## config.mk

```make
export PLATFORM = sky130hd
export DESIGN_NAME = pipeline_hazard_ctrl
export DESIGN_NICKNAME = d
export VERILOG_FILES = /design/src/rtl/hazard_pkg.sv /design/src/rtl/fwd_select.sv /design/src/rtl/pipeline_hazard_ctrl.sv
export SDC_FILE = /design/constraint.sdc
export NUM_CORES = 1
export LEC_CHECK = 0
export BUFFER_PORTS_ARGS = -buffer_cell sky130_fd_sc_hd__buf_2
export CORE_MARGIN = 2
export CORE_UTILIZATION = 39
export CTS_CLUSTER_SIZE = 14
export DETAILED_ROUTE_END_ITERATION = 8
export PLACE_DENSITY = 0.79
export SYNTH_ARGS = -nofsm -noshare
export SYNTH_HDL_FRONTEND = slang
export SYNTH_SLANG_ARGS = --single-unit
```

## constraint.sdc

```tcl
create_clock -name clk -period 2.1 [get_ports clk]
set_input_delay 0.42 -clock clk [delete_from_list [all_inputs] [get_ports clk]]
set_output_delay 0.42 -clock clk [all_outputs]
set_load 0.02 [all_outputs]
```

## src/rtl/hazard_pkg.sv

```systemverilog
// hazard_pkg: shared types and defaults for the pipeline hazard unit.
package hazard_pkg;
    localparam int REG_AW_DEF = 5;
    typedef enum logic [1:0] {FWD_RF = 2'b00, FWD_W = 2'b01, FWD_M = 2'b10} fwd_sel_e;
    typedef enum logic [1:0] {RUN, MEM_WAIT, HALT} haz_state_e;
endpackage

```

## src/rtl/fwd_select.sv

```systemverilog
// fwd_select: one operand channel's bypass choice, memory stage winning over writeback.
module fwd_select
    import hazard_pkg::*;
#(
    parameter int REG_AW = REG_AW_DEF
) (
    input  logic [REG_AW-1:0] rs_addr,
    input  logic [REG_AW-1:0] m_rd_addr,
    input  logic              m_gpr_wen,
    input  logic [REG_AW-1:0] w_rd_addr,
    input  logic              w_gpr_wen,
    output logic [1:0]        sel
);
    logic m_hit, w_hit;
    assign m_hit = m_gpr_wen && (m_rd_addr != '0) && (m_rd_addr == rs_addr);
    assign w_hit = w_gpr_wen && (w_rd_addr != '0) && (w_rd_addr == rs_addr);
    assign sel   = m_hit ? FWD_M : (w_hit ? FWD_W : FWD_RF);
endmodule

```

## src/rtl/pipeline_hazard_ctrl.sv

```systemverilog
// pipeline_hazard_ctrl: forwarding, load-use stall, redirect flush and memory wait/timeout control.
// Define HAZARD_PERF_EN to build the stall/flush performance counters.
module pipeline_hazard_ctrl
    import hazard_pkg::*;
#(
    parameter int NUM_SRC     = 2,
    parameter int REG_AW      = REG_AW_DEF,
    parameter int MEM_TIMEOUT = 16
) (
    input  logic                      clk,
    input  logic                      reset,
    input  logic [NUM_SRC*REG_AW-1:0] D_rs_addr,
    input  logic [NUM_SRC*REG_AW-1:0] E_rs_addr,
    input  logic [REG_AW-1:0]         E_rd_addr,
    input  logic                      E_is_load,
    input  logic                      E_pc_redirect,
    input  logic [REG_AW-1:0]         M_rd_addr,
    input  logic                      M_gpr_wen,
    input  logic                      M_mem_req,
    input  logic                      M_mem_ready,
    input  logic [REG_AW-1:0]         W_rd_addr,
    input  logic                      W_gpr_wen,
    output logic [2*NUM_SRC-1:0]      E_forward_sel,
    output logic                      F_stall,
    output logic                      D_stall,
    output logic                      E_stall,
    output logic                      M_stall,
    output logic                      D_flush,
    output logic                      E_flush,
    output logic                      W_flush,
    output logic                      halted,
    output logic                      mem_timeout,
    output logic [31:0]               stall_cycles,
    output logic [31:0]               flush_events
);
    localparam int CW = $clog2(MEM_TIMEOUT + 1);
    localparam logic [CW-1:0] LAST = CW'(MEM_TIMEOUT - 1);

    haz_state_e    state, state_nx;
    logic [CW-1:0] wait_cnt, cnt_nx;
    logic          tmo_nx, mem_hold, load_use, d_match, hold_all, redir, lu_stall;

    for (genvar i = 0; i < NUM_SRC; i++) begin : g_fwd
        logic [1:0] sel;
        fwd_select #(.REG_AW(REG_AW)) u_fwd (
            .rs_addr   (E_rs_addr[i*REG_AW +: REG_AW]),
            .m_rd_addr (M_rd_addr),
            .m_gpr_wen (M_gpr_wen),
            .w_rd_addr (W_rd_addr),
            .w_gpr_wen (W_gpr_wen),
            .sel       (sel)
        );
        assign E_forward_sel[2*i +: 2] = reset ? sel : 2'b00;
    end

    always_comb begin
        d_match = 1'b0;
        for (int i = 0; i < NUM_SRC; i++)
            d_match = d_match | (D_rs_addr[i*REG_AW +: REG_AW] == E_rd_addr);
    end

    assign mem_hold = M_mem_req && !M_mem_ready;
    assign load_use = E_is_load && (E_rd_addr != '0) && d_match;
    // Memory hold masks redirect and load-use; they re-present after release.
    assign hold_all = reset && ((state == HALT) || mem_hold);
    assign redir    = reset && !hold_all && E_pc_redirect;
    assign lu_stall = reset && !hold_all && !E_pc_redirect && load_use;

    assign F_stall = hold_all | lu_stall;
    assign D_stall = hold_all | lu_stall;
    assign E_stall = hold_all;
    assign M_stall = hold_all;
    assign W_flush = hold_all;
    assign D_flush = redir;
    assign E_flush = redir | lu_stall;
    assign halted  = (state == HALT);

    always_ff @(posedge clk or negedge reset) begin
        if (!reset) begin
            state       <= RUN;
            wait_cnt    <= '0;
            mem_timeout <= 1'b0;
        end else begin
            state       <= state_nx;
            wait_cnt    <= cnt_nx;
            mem_timeout <= tmo_nx;
        end
    end

    always_comb begin
        state_nx = state;
        cnt_nx   = wait_cnt;
        tmo_nx   = mem_timeout;
        case (state)
            RUN: begin
                if (mem_hold) begin
                    state_nx = MEM_WAIT;
                    cnt_nx   = CW'(1);
                end
            end
            MEM_WAIT: begin
                if (!mem_hold) begin
                    state_nx = RUN;
                    cnt_nx   = '0;
                end else if (wait_cnt == LAST) begin
                    state_nx = HALT;
                    tmo_nx   = 1'b1;
                end else begin
                    cnt_nx = wait_cnt + 1'b1;
                end
            end
            default: ;
        endcase
    end

`ifdef HAZARD_PERF_EN
    logic [31:0] stall_q, flush_q;
    always_ff @(posedge clk or negedge reset) begin
        if (!reset) begin
            stall_q <= '0;
            flush_q <= '0;
        end else begin
            if (F_stall) stall_q <= stall_q + 32'd1;
            if (D_flush | E_flush) flush_q <= flush_q + 32'd1;
        end
    end
    assign stall_cycles = stall_q;
    assign flush_events = flush_q;
`else
    assign stall_cycles = '0;
    assign flush_events = '0;
`endif
endmodule

```

Word-level counts from Yosys, hierarchy flattened:

Cells that the tools add are included.

* $add $sub $neg: 1
* equality and inequality tests: 12
* muxes and demuxes: 14
* bitwise logic cells: 3
* reductions and logical operators: 26

Operator list (count)
* $eq A5 B5 Y1: 6
* $mux W5: 3
* $reduce_bool A5 Y1: 3
* $logic_and A1 B1 Y1: 14
* $mux W2: 7
* $pmux W5 S2: 1
* $reduce_and A3 Y1: 3
* $ne A3 B3 Y1 const B: 2
* $add A5 B1 Y5 const B: 1
* $eq A5 B4 Y1 const B: 1
* $pmux W2 S2: 1
* $logic_not A1 Y1: 3
* $or A1 B1 Y1: 3
* $eq A2 B1 Y1 const B: 1
* $eq A2 B2 Y1 const B: 1
* $logic_not A2 Y1: 1
* $mux W1: 2
* $ne A2 B2 Y1 const B: 1
* $reduce_bool A2 Y1: 1
* $logic_or A1 B1 Y1: 1

* register bits: 8
* input bits: 43
* output and inout port bits: 77
* logic and storage cells: 59

Logic depth before layout (Yosys ltp):

Gate-level depths: netlist of the first run.

* word-level depth: 9
* depth in mapped cells: 8
* mapped depth without buffers: 7

Cells and area by module:

From an unflattened synthesis of the first run, not the netlist that was laid out.

* cells, all modules: 189
* area, all modules: 1452.6 µm²

Modules (own cells, without submodules)
* pipeline_hazard_ctrl: times used 1, cells each 147, area an instance 1134.8 µm², seq. area each 200.2 µm²
* fwd_select: times used 2, cells each 21, area an instance 158.9 µm², seq. area each 0.0 µm²

Least setup slack after synthesis of the first run:

Ideal clock, no wire load.

* path type: input to output
* start point: input port E_rd_addr[2]
* end point: output port F_stall
* arrival time: 2029 ps
* required time: 1680 ps
* slack: -349 ps
* stages on the path: 5
* buffers on the path: 1
* path through: xor2_1 -> nor3_1 -> a22oi_1 -> o41ai_1 -> buf_4

* longest elaborated chain between the ends: 5
* elaborated cells on any way between the ends: 8
* classes of those cells: eq/ne: 2; bitwise: 2; reduce/logical: 4

Ends and longest elaborated chain
* start: declaration: RTL line pipeline_hazard_ctrl.sv:14 `input logic [REG_AW-1:0] E_rd_addr,`
* $eq A5 B5 Y1 / $reduce_bool A5 Y1 (equally long branches): RTL line pipeline_hazard_ctrl.sv:59, pipeline_hazard_ctrl.sv:63
* $or A1 B1 Y1 / $logic_and A1 B1 Y1 (equally long branches): RTL line pipeline_hazard_ctrl.sv:59, pipeline_hazard_ctrl.sv:63
* $logic_and A1 B1 Y1 *: RTL line pipeline_hazard_ctrl.sv:63 `assign load_use = E_is_load && (E_rd_addr != '0) && d_match;`
* $logic_and A1 B1 Y1 *: RTL line pipeline_hazard_ctrl.sv:67 `assign lu_stall = reset && !hold_all && !E_pc_redirect && load_use;`
* $or A1 B1 Y1 *
* end: declaration: RTL line pipeline_hazard_ctrl.sv:24 `output logic F_stall,`

Mark *: on every way between the ends. The rest lies on a longest branch, timed or not.

Worst setup path after layout of the first run:

* start point: input port M_rd_addr[1]
* end point: output port E_forward_sel[3]

* longest elaborated chain between the ends: 5
* elaborated cells on any way between the ends: 6
* classes of those cells: eq/ne: 1; mux: 2; reduce/logical: 3

Ends and longest elaborated chain
* start: declaration: RTL line pipeline_hazard_ctrl.sv:17 `input logic [REG_AW-1:0] M_rd_addr,`
* $reduce_bool A5 Y1: RTL line fwd_select.sv:15 `assign m_hit = m_gpr_wen && (m_rd_addr != '0) && (m_rd_addr == rs_addr);`
* $logic_and A1 B1 Y1: RTL line fwd_select.sv:15
* $logic_and A1 B1 Y1 *: RTL line fwd_select.sv:15
* $mux W2 *: RTL line fwd_select.sv:17 `assign sel = m_hit ? FWD_M : (w_hit ? FWD_W : FWD_RF);`
* $mux W2 *: RTL line pipeline_hazard_ctrl.sv:53 `assign E_forward_sel[2*i +: 2] = reset ? sel : 2'b00;`
* end: declaration: RTL line pipeline_hazard_ctrl.sv:23 `output logic [2*NUM_SRC-1:0] E_forward_sel,`

Marked as above.

==> results.py, run 1 <==
metrics = {
    "grt": {
        "grt_first_pass_wirelength_mm": 4.46,
        "antenna_found_initial": 0,
        "first_global_vias": 1043,
        "grtUsageTotal_pct": 13.7,
        "grt_max_degree": 13,
        "gr-total-overflow": 0,
    },
    "die": {
        "initial_core_util_pct": 41.0,
        "ios": 120,
        "std_cell_rows": 21,
        "fp.dieH_um": 63.5,
        "die_area_um2": 4030,
        "die_x_um": 63.5,
        "coreArea_um2": 3360,
    },
    "drt": {
        "vias": 1173,
        "routed_wl_mm": 3.04,
        "drt_iter0_markers": 30,
        "vias_per_cell": 4.12,
        "route.antenna.remaining_nets": 0,
        "wl_per_cell_um": 10.7,
        "first_pass_iters": 4,
        "drc_errors": 0,
    },
    "logic_synthesis": {
        "synth_seq_area_share_pct": 14.5,
        "synth_area_um2": 1380,
        "syn-instance-count": 176,
        "avgSynthCellArea_um2": 7.83,
        "ys_types": 28,
        "synth_top_area_share_pct": 36.5,
        "ys.flop_type": "dfrtp_1",
        "synth.cells.most_frequent": "buf_4 (67), xor2_1 (24), nand2_1 (10)",
        "async_flop_share_pct": 100,
        "yosys.cell_count.top_type": "buf_4",
        "synth-edff-count": 0,
        "yosys_warnings": 0,
        "ys_ff_latch": 8,
        "synth_area_leaders": "buf_4 (36%), xor2_1 (15%), dfrtp_1 (15%), xnor2_1 (3.8%), or4_1 (3.3%)",
        "yosysTopAreaCell": "buf_4",
    },
    "setup_path": {
        "crit_type": "in2out",
        "path_cells": "buf_6 -> or4_4 -> o21ai_4 -> nor4_2 -> and2_2 -> buf_4",
        "worstPathMaxFanout": 2,
        "worstSetupEndpointType": "primary output",
        "critPathMaxStageDelay_ps": 530,
        "path_buf_inv": 2,
        "required_ps": 1680,
        "critPathTopFamily": "simple AND/OR/NAND/NOR gates",
        "slowest_stage": "or4_4",
        "worst_ep_arrival_time_ps": 1690,
        "startpoint_type": "input port",
    },
    "place": {
        "pre_cts_slack_ps": -113,
        "place.gp.congestion": 0.872,
        "placement.io_buffers": 55,
        "post-dp-hpwl_mm": 2.48,
        "dpl-instance-area_um2": 1530,
        "place_inst": 281,
    },
    "sta": {
        "rsz0062_at_grt": "true",
        "finalSetupTns_ps": -11.1,
        "hold_slack_ps": 237,
        "period_minus_slack_ps": 2110,
        "fmax_mhz": 474,
        "min_period_over_period_pct": 100,
        "skew_ps": 4.20,
        "setup-violations-final": 2,
        "setup_slack_ps": -8.67,
        "hold_violations": 0,
        "maxSlewViolCount": 0,
    },
    "layout": {
        "syn_to_final_growth_pct": 23.2,
        "fin_nets": 286,
        "final_core_util_pct": 50.5,
        "layout.cells.non_filler": 285,
        "n_antenna_cell": 0,
        "drive_above_1_share_pct": 35.6,
        "design_area_um2": 1700,
        "fill_cells": 334,
    },
    "power": {
        "clkPwrFrac_pct": 21.5,
        "p_leak_nw": 0.879,
        "p_comb_share_pct": 51.2,
        "peakVddDrop_mv": 0.210,
        "pwr_density_cell_nw_per_um2": 332,
        "power.total_mw": 0.563,
        "net-switching-power_mw": 0.252,
        "p_seq_share_pct": 27.4,
        "swShare_pct": 44.7,
        "p_int_mw": 0.312,
    },
    "hold_path": {
        "hold_path_class": "in2async",
    },
    "clocking": {
        "clk_latency_ps": 260,
        "cts-buffers-inserted": 3,
        "cts_tree": "done",
        "root_buffer": "clkbuf_4",
        "clk_pin_slew_ps": 60,
        "ctsHtreeMaxLevel": 1,
        "clock_path_buffers": 2,
        "clkSinkCount": 8,
    },
    "outcome": {
        "status": "finished with violations",
        "violations": "setup timing",
    },
    "job": {
        "maxCapViolations": 0,
    },
}
## logic make-up after synthesis
kind of cell | after synthesis | share of synthesized area, %
flops | 8 | 14.5
fa+ha+maj | 2 | 1.81
xor+xnor | 30 | 19.1
other cells | 1 | 0.272
compound gates | 22 | 9.71
simple gates | 40 | 16.5
buf+inv | 73 | 38.1
## cells in the final DEF (no fill, tap or decap), drive strengths merged, types with 3 or more instances in the layout
master | synthesis | routed
o21ai | 9 | 9
dfrtp | 8 | 8
nor4 | 4 | 4
a21oi | 6 | 6
nor2 | 6 | 6
buf | 67 | 66
xnor2 | 6 | 6
xor2 | 24 | 24
nor3 | 4 | 4
clkbuf | 2 | 3
conb | 1 | 64
or4 | 6 | 6
and2 | 3 | 3
nand2 | 10 | 10
inv | 4 | 4
## flip-flops by register name (all words and copies together) (netlist names)
signal,flops
wait_cnt,5
mem_timeout,1
state,2
## tightest hold or removal path, delay by kind of cell
| kind | cells | cell delay (ps) |
|---|---|---|
| buf+inv | 3 | 420 |
## layer usage
| metal | part of all wire, % | GRT usage, % |
|---|---|---|
| met4 | 1.2 | 3.80 |
| met3 | 7.3 | 2.50 |
| met1 | 36 | 14.3 |
| met2 | 56 | 27.2 |
| met5 | 0 | 0 |
## cell type report
cell class,instances,area (µm²),share of cell area (%)
multi-input cells,158,978,57.6
clock buffers,3,22.5,1.33
inverters,4,15.0,0.884
flip-flops and latches,8,200,11.8
repair buffers,66,425,25.0
well taps,46,57.6,3.39
## power by group through the flow
stage / Sequential, mW / Combinational (mW) / Clock [mW]
floorplan: 0.157 / 0.262 / 0
global placement: 0.157 / 0.254 / 0
detailed placement: 0.157 / 0.256 / 0
CTS: 0.154 / 0.276 / 0.123
global route: 0.154 / 0.308 / 0.130
finish: 0.154 / 0.288 / 0.121
## path summary, 6_finish.rpt
check | start | end | slack [ps] | cells after the start
max in group asynchronous | reset | wait_cnt[3]$_DFFE_PN0P_ | 1710 | 3
setup reg to reg | wait_cnt[0]$_DFFE_PN0P_ | wait_cnt[3]$_DFFE_PN0P_ | 300 | 7
setup / recovery | M_rd_addr[1] | E_forward_sel[3] | -9 | 6
min in group clk | mem_timeout$_DFFE_PN0P_ | mem_timeout$_DFFE_PN0P_ | 470 | 1
hold reg to reg | mem_timeout$_DFFE_PN0P_ | mem_timeout$_DFFE_PN0P_ | 470 | 1
hold / removal | reset | state[0]$_DFFE_PN0P_ | 240 | 3
## what timing repair did
| action | CTS | global route |
|---|---|---|
| gates resized for setup | 20 | 11 |
| setup buffers | 0 | 1 |
| hold buffers | 0 | 0 |
| gates cloned | 0 | 0 |
| setup endpoints to repair | 3 | 7 |
| pin swaps | 10 | 5 |
No activity file was read; power rests on OpenSTA's default activity.
==> run 2: changes to the inputs <==
--- a/config.mk
+++ b/config.mk
@@ -6,11 +6,13 @@
 export NUM_CORES = 1
 export LEC_CHECK = 0
 export BUFFER_PORTS_ARGS = -buffer_cell sky130_fd_sc_hd__buf_2
+export CELL_PAD_IN_SITES_DETAIL_PLACEMENT = 0
+export CELL_PAD_IN_SITES_GLOBAL_PLACEMENT = 1
 export CORE_MARGIN = 2
-export CORE_UTILIZATION = 39
+export CORE_UTILIZATION = 25
 export CTS_CLUSTER_SIZE = 14
 export DETAILED_ROUTE_END_ITERATION = 8
-export PLACE_DENSITY = 0.79
+export PLACE_DENSITY = 0.78
 export SYNTH_ARGS = -nofsm -noshare
 export SYNTH_HDL_FRONTEND = slang
 export SYNTH_SLANG_ARGS = --single-unit
==> run 2 against run 1 <==
Critical endpoint unchanged. Via count increased by 2.0%. Critical path type unchanged. Sequential share of layout area decreased by 0.17 points. The flow now finishes without violations. Final area increased by 2.1%. Final cell count increased by 8.8%. Die area increased by 52%.
==> results.py, run 2 (synthesized netlist as in run 1, its figures left out) <==
metrics = {
    "outcome": {
        "status": "complete, no violations",
    },
    "setup_path": {
        "worst_ep_arrival_time_ps": 1660,
        "path_buf_inv": 2,
        "ff2ff_setup_slack_ps": 290,
        "required_ps": 1680,
        "regToRegStartpoint": "wait_cnt[0]$_DFFE_PN0P_",
        "crit_type": "in2out",
        "worstSetupEndpointType": "primary output",
        "worstReg2RegEnd": "wait_cnt[3]$_DFFE_PN0P_",
        "critPathTopFamily": "simple AND/OR/NAND/NOR gates",
        "ff2ff_path_depth": 7,
        "slowest_stage": "or4_4",
        "critPathMaxStageDelay_ps": 530,
        "startpoint_type": "input port",
        "path_cells": "buf_6 -> or4_4 -> o21ai_4 -> nor4_2 -> and2_2 -> buf_4",
        "worstPathMaxFanout": 2,
    },
    "sta": {
        "min_period_over_period_pct": 99.0,
        "finalSetupTns_ps": 0,
        "relSlewSlack_pct": 66.8,
        "maxSlewViolCount": 0,
        "worstMarginPinSlew_ps": 493,
        "setup-violations-final": 0,
        "rsz0062_at_grt": "true",
        "fmax_mhz": 481,
        "skew_ps": 1.14,
        "period_minus_slack_ps": 2080,
        "hold_violations": 0,
    },
    "die": {
        "initial_core_util_pct": 25.5,
        "ios": 120,
        "coreArea_um2": 5410,
        "fp.dieH_um": 78.3,
        "die_x_um": 78.3,
        "die_area_um2": 6130,
        "std_cell_rows": 27,
    },
    "grt": {
        "grt_first_pass_wirelength_mm": 4.82,
        "first_global_vias": 1088,
        "grtUsageTotal_pct": 9.57,
        "antenna_found_initial": 0,
        "grt_max_degree": 13,
        "gr-total-overflow": 0,
    },
    "clocking": {
        "cts-buffers-inserted": 3,
        "clk_pin_slew_ps": 40,
        "clock_path_buffers": 2,
        "ctsHtreeMaxLevel": 1,
        "root_buffer": "clkbuf_8",
        "cts_tree": "done",
        "clk_latency_ps": 230,
        "post-cts-setup-buffers": 0,
        "clkSinkCount": 8,
        "postCtsHoldBufs": 0,
    },
    "layout": {
        "fin_nets": 285,
        "top_regs": "wait_cnt x5, state x2, mem_timeout x1",
        "largest_reg_flops": 5,
        "final_core_util_pct": 32.1,
        "final_common_cell": "conb_1",
        "n_antenna_cell": 0,
        "layout.cells.non_filler": 310,
        "largest-register": "wait_cnt",
        "final_cell_mix": "conb_1 (64), buf_2 (41), xor2_1 (24)",
        "syn_to_final_growth_pct": 25.9,
        "fill_cells": 595,
        "drive_above_1_share_pct": 34.9,
    },
    "power": {
        "p_leak_nw": 0.889,
        "power.total_mw": 0.625,
        "peakVddDrop_mv": 0.224,
        "pwr_density_cell_nw_per_um2": 360,
    },
    "drt": {
        "vias": 1197,
        "wl_per_cell_um": 10.4,
        "first_pass_iters": 4,
        "vias_per_cell": 3.86,
        "drt_iter0_markers": 18,
        "route.antenna.remaining_nets": 0,
        "routed_wl_mm": 3.21,
        "drc_errors": 0,
        "wl_met2_mm": 1.52,
        "route.met3.wl_um": 349,
        "wl_met1_mm": 1.33,
        "routed.top_layer": "met4",
    },
    "place": {
        "place_inst": 307,
        "place.gp.congestion": 0.812,
        "post-dp-hpwl_mm": 2.65,
        "placement.io_buffers": 55,
    },
    "job": {
        "maxCapViolations": 0,
    },
    "hold_path": {
        "hold_path_class": "in2async",
    },
}
[run 2: through the flow]
| step | hold slack [ps] | cell area, µm² | setup slack, ps |
|---|---|---|---|
| after floorplan | 124 | 1630 | 2.95 |
| after global routing | 315 | 1740 | -20.3 |
| after detailed placement | 467 | 1560 | -99.3 |
| final | 284 | 1740 | 20.0 |
| after CTS | 293 | 1700 | -27.2 |
| after global placement | 469 | 1560 | -85.4 |
[run 2: how the worst max path moves through the flow]
stage                       from                to  slack, ps  depth (start not counted)
floorplan           M_rd_addr[1]  E_forward_sel[0]          3                          4
global placement    M_rd_addr[1]  E_forward_sel[0]        -90                          6
detailed placement  M_rd_addr[1]  E_forward_sel[0]       -100                          6
CTS                 W_rd_addr[0]  E_forward_sel[0]        -30                          6
global route        M_rd_addr[3]  E_forward_sel[0]        -20                          6
finish              M_rd_addr[3]  E_forward_sel[3]         20                          6
[run 2: metal layers]
metal / global-route usage, % / up-vias
met5: 0 / -
met1: 11.6 / 538
li1: - / 582
met2: 17.3 / 75
met3: 2.07 / 2
met4: 2.11 / 0
[run 2: area by class of cell]
class                           instances  area, µm²  share of cell area, %
Inverter                                4       15.0                  0.865
Tap cell                               72       90.1                   5.19
Timing Repair Buffer                   65        419                   24.2
Multi-Input combinational cell        158        968                   55.8
Clock buffer                            3       41.3                   2.38
Sequential cell                         8        201                   11.6
[run 2: worst register-to-register path, stage by stage (launching register included)]
cell      delay (ps)
dfrtp_1          410
ha_1             230
and3_1           190
ha_1             280
nand4b_1         250
nor3_1           160
a21oi_1           60
o21ai_0          160
[run 2: repair_timing]
action | CTS | global route
pin swaps | 8 | 8
endpoints found under the setup margin | 6 | 6
cloned | 0 | 0
resized for setup | 20 | 10
[run 2: report_power, final]
part / total, mW / switching (mW) / internal (mW)
Clock: 0.187 / 0.0625 / 0.124
Sequential: 0.155 / 0 / 0.155
Combinational: 0.283 / 0.192 / 0.0917
==> run 3: changes to the inputs <==
--- a/config.mk
+++ b/config.mk
@@ -10,9 +10,11 @@
 export CELL_PAD_IN_SITES_GLOBAL_PLACEMENT = 1
 export CORE_MARGIN = 2
 export CORE_UTILIZATION = 25
+export CTS_BUF_LIST = sky130_fd_sc_hd__clkbuf_2
 export CTS_CLUSTER_SIZE = 14
 export DETAILED_ROUTE_END_ITERATION = 8
 export PLACE_DENSITY = 0.78
+export SKIP_LAST_GASP = 1
 export SYNTH_ARGS = -nofsm -noshare
 export SYNTH_HDL_FRONTEND = slang
 export SYNTH_SLANG_ARGS = --single-unit
==> run 3 against run 2 <==
Global-route usage stayed put. Largest cell class unchanged. Sequential share of layout area rose by 0.13 points. Worst hold slack worse by 34 ps. Routed wire length up 0.25%. Sequential power hardly changed. First-iteration DRC count grew 39%. Critical path depth stayed put. Clock-buffer cell count is the same.
==> results.py, run 3 (synthesized netlist as in run 1, its figures left out) <==
metrics = {
    "layout": {
        "regArea_um2": 201,
        "fin_nets": 286,
        "drive_above_1_share_pct": 35.1,
        "final_cell_mix": "conb_1 (64), buf_2 (41), xor2_1 (24)",
        "syn_to_final_growth_pct": 24.5,
        "largest_reg_flops": 5,
        "design_area_um2": 1720,
        "n_antenna_cell": 0,
        "multi_input_area_um2": 968,
        "top_regs": "wait_cnt x5, state x2, mem_timeout x1",
        "largest-register": "wait_cnt",
        "fill_cells": 602,
        "final_common_cell": "conb_1",
    },
    "place": {
        "dpl-instance-area_um2": 1560,
        "post-dp-hpwl_mm": 2.65,
        "pre_cts_slack_ps": -99.3,
        "place.gp.congestion": 0.812,
        "placement.io_buffers": 55,
    },
    "hold_path": {
        "hold_path_class": "in2async",
    },
    "power": {
        "p_leak_nw": 0.884,
        "pwr_density_cell_nw_per_um2": 311,
        "peakVddDrop_mv": 0.160,
    },
    "setup_path": {
        "worstSetupEndpointType": "primary output",
        "startpoint_type": "input port",
        "critPathMaxStageDelay_ps": 530,
        "ff2ff_path_depth": 7,
        "worstPathMaxFanout": 2,
        "required_ps": 1680,
        "worst_ep_arrival_time_ps": 1660,
        "worstReg2RegEnd": "wait_cnt[3]$_DFFE_PN0P_",
        "cp-startpoint": "M_rd_addr[3]",
        "ff2ff_setup_slack_ps": 290,
        "slowest_stage": "or4_4",
        "path_cells": "buf_6 -> or4_4 -> o21ai_4 -> nor4_2 -> and2_2 -> buf_4",
        "regToRegStartpoint": "wait_cnt[0]$_DFFE_PN0P_",
        "crit_type": "in2out",
    },
    "die": {
        "fp.dieH_um": 78.3,
        "ios": 120,
        "die_x_um": 78.3,
        "coreArea_um2": 5410,
        "std_cell_rows": 27,
        "initial_core_util_pct": 25.5,
        "die_area_um2": 6130,
    },
    "sta": {
        "maxSlewViolCount": 0,
        "setup-violations-final": 0,
        "min_period_over_period_pct": 99.0,
        "skew_ps": 11.3,
        "period_minus_slack_ps": 2080,
        "rsz0062_at_grt": "true",
        "fmax_mhz": 481,
        "hold_violations": 0,
        "setup_slack_ps": 20.0,
    },
    "grt": {
        "first_global_vias": 1090,
        "grt_first_pass_wirelength_mm": 4.82,
        "gr-total-overflow": 0,
        "antenna_found_initial": 0,
        "grtUsageTotal_pct": 9.57,
        "grt_max_degree": 13,
    },
    "clocking": {
        "cts-buffers-inserted": 3,
        "root_buffer": "clkbuf_2",
        "ctsHtreeMaxLevel": 1,
        "clock_path_buffers": 2,
        "clk_latency_ps": 250,
        "cts_tree": "done",
        "postCtsHoldBufs": 0,
        "clkSinkCount": 8,
        "clk_pin_slew_ps": 90,
    },
    "job": {
        "maxCapViolations": 0,
    },
    "outcome": {
        "status": "complete, no violations",
    },
    "drt": {
        "vias_per_cell": 3.86,
        "routed_wl_mm": 3.22,
        "vias": 1201,
        "route.antenna.remaining_nets": 0,
        "wl_per_cell_um": 10.3,
        "drc_errors": 0,
        "drt_iter0_markers": 25,
        "first_pass_iters": 4,
    },
}
[run 3: changes by cell type in the layout (fill, tap and decap cells not counted), sizes merged]
cell / change
buf: +1
[run 3: critical path, delay by kind of cell]
kind,cells,cell delay [ps]
and+or+nand+nor,3,800
buffers and inverters,2,240
AOI/OAI and AO/OA,1,190
[run 3: power breakdown]
part / switching (mW) / leakage (nW) / internal (mW)
Sequential: 0 / 0.105 / 0.154
Clock: 0.0582 / 0.0125 / 0.0390
Combinational: 0.192 / 0.767 / 0.0917
[run 3: routing by layer]
layer	up-vias	part of all wire, %	wire (µm)	global-route usage [%]
met5	-	0	0	0
met1	538	42	1340	11.6
li1	584	-	-	-
met2	76	48	1530	17.3
met3	3	10	336	2.07
met4	0	0.47	15	2.11
[run 3: repair_timing]
action / CTS / global route
endpoints found under the hold margin: 0 / 0
pin swaps: 8 / 9
gates resized for setup: 20 / 10
endpoints found under the setup margin: 6 / 9
buffers inserted: 0 / 1
[run 3: how the worst max path moves through the flow]
stage	end	slack [ps]	cells after the start
final	E_forward_sel[3]	20	6
after global routing	E_forward_sel[0]	-20	6
after CTS	E_forward_sel[0]	-30	6
after detailed placement	E_forward_sel[0]	-100	6
after global placement	E_forward_sel[0]	-90	6
after floorplan	E_forward_sel[0]	3	4
[run 3: layout make-up]
class / instances / area share (%)
Tap cell: 72 / 5.25
Timing Repair Buffer: 66 / 24.9
Inverter: 4 / 0.875
Sequential cell: 8 / 11.7
Clock buffer: 3 / 0.875
Multi-Input combinational cell: 158 / 56.4
[run 3: stage by stage]
step	setup TNS [ps]	hold WS (ps)	util [%]	power (mW)	std cells
floorplan	0	124	-	0.419	239
global placement	-197	469	28.9	0.412	307
detailed placement	-226	467	28.9	0.414	307
CTS	-69.0	252	30.9	0.533	310
global route	-63.6	271	31.8	0.567	311
finish	0	250	31.8	0.535	311
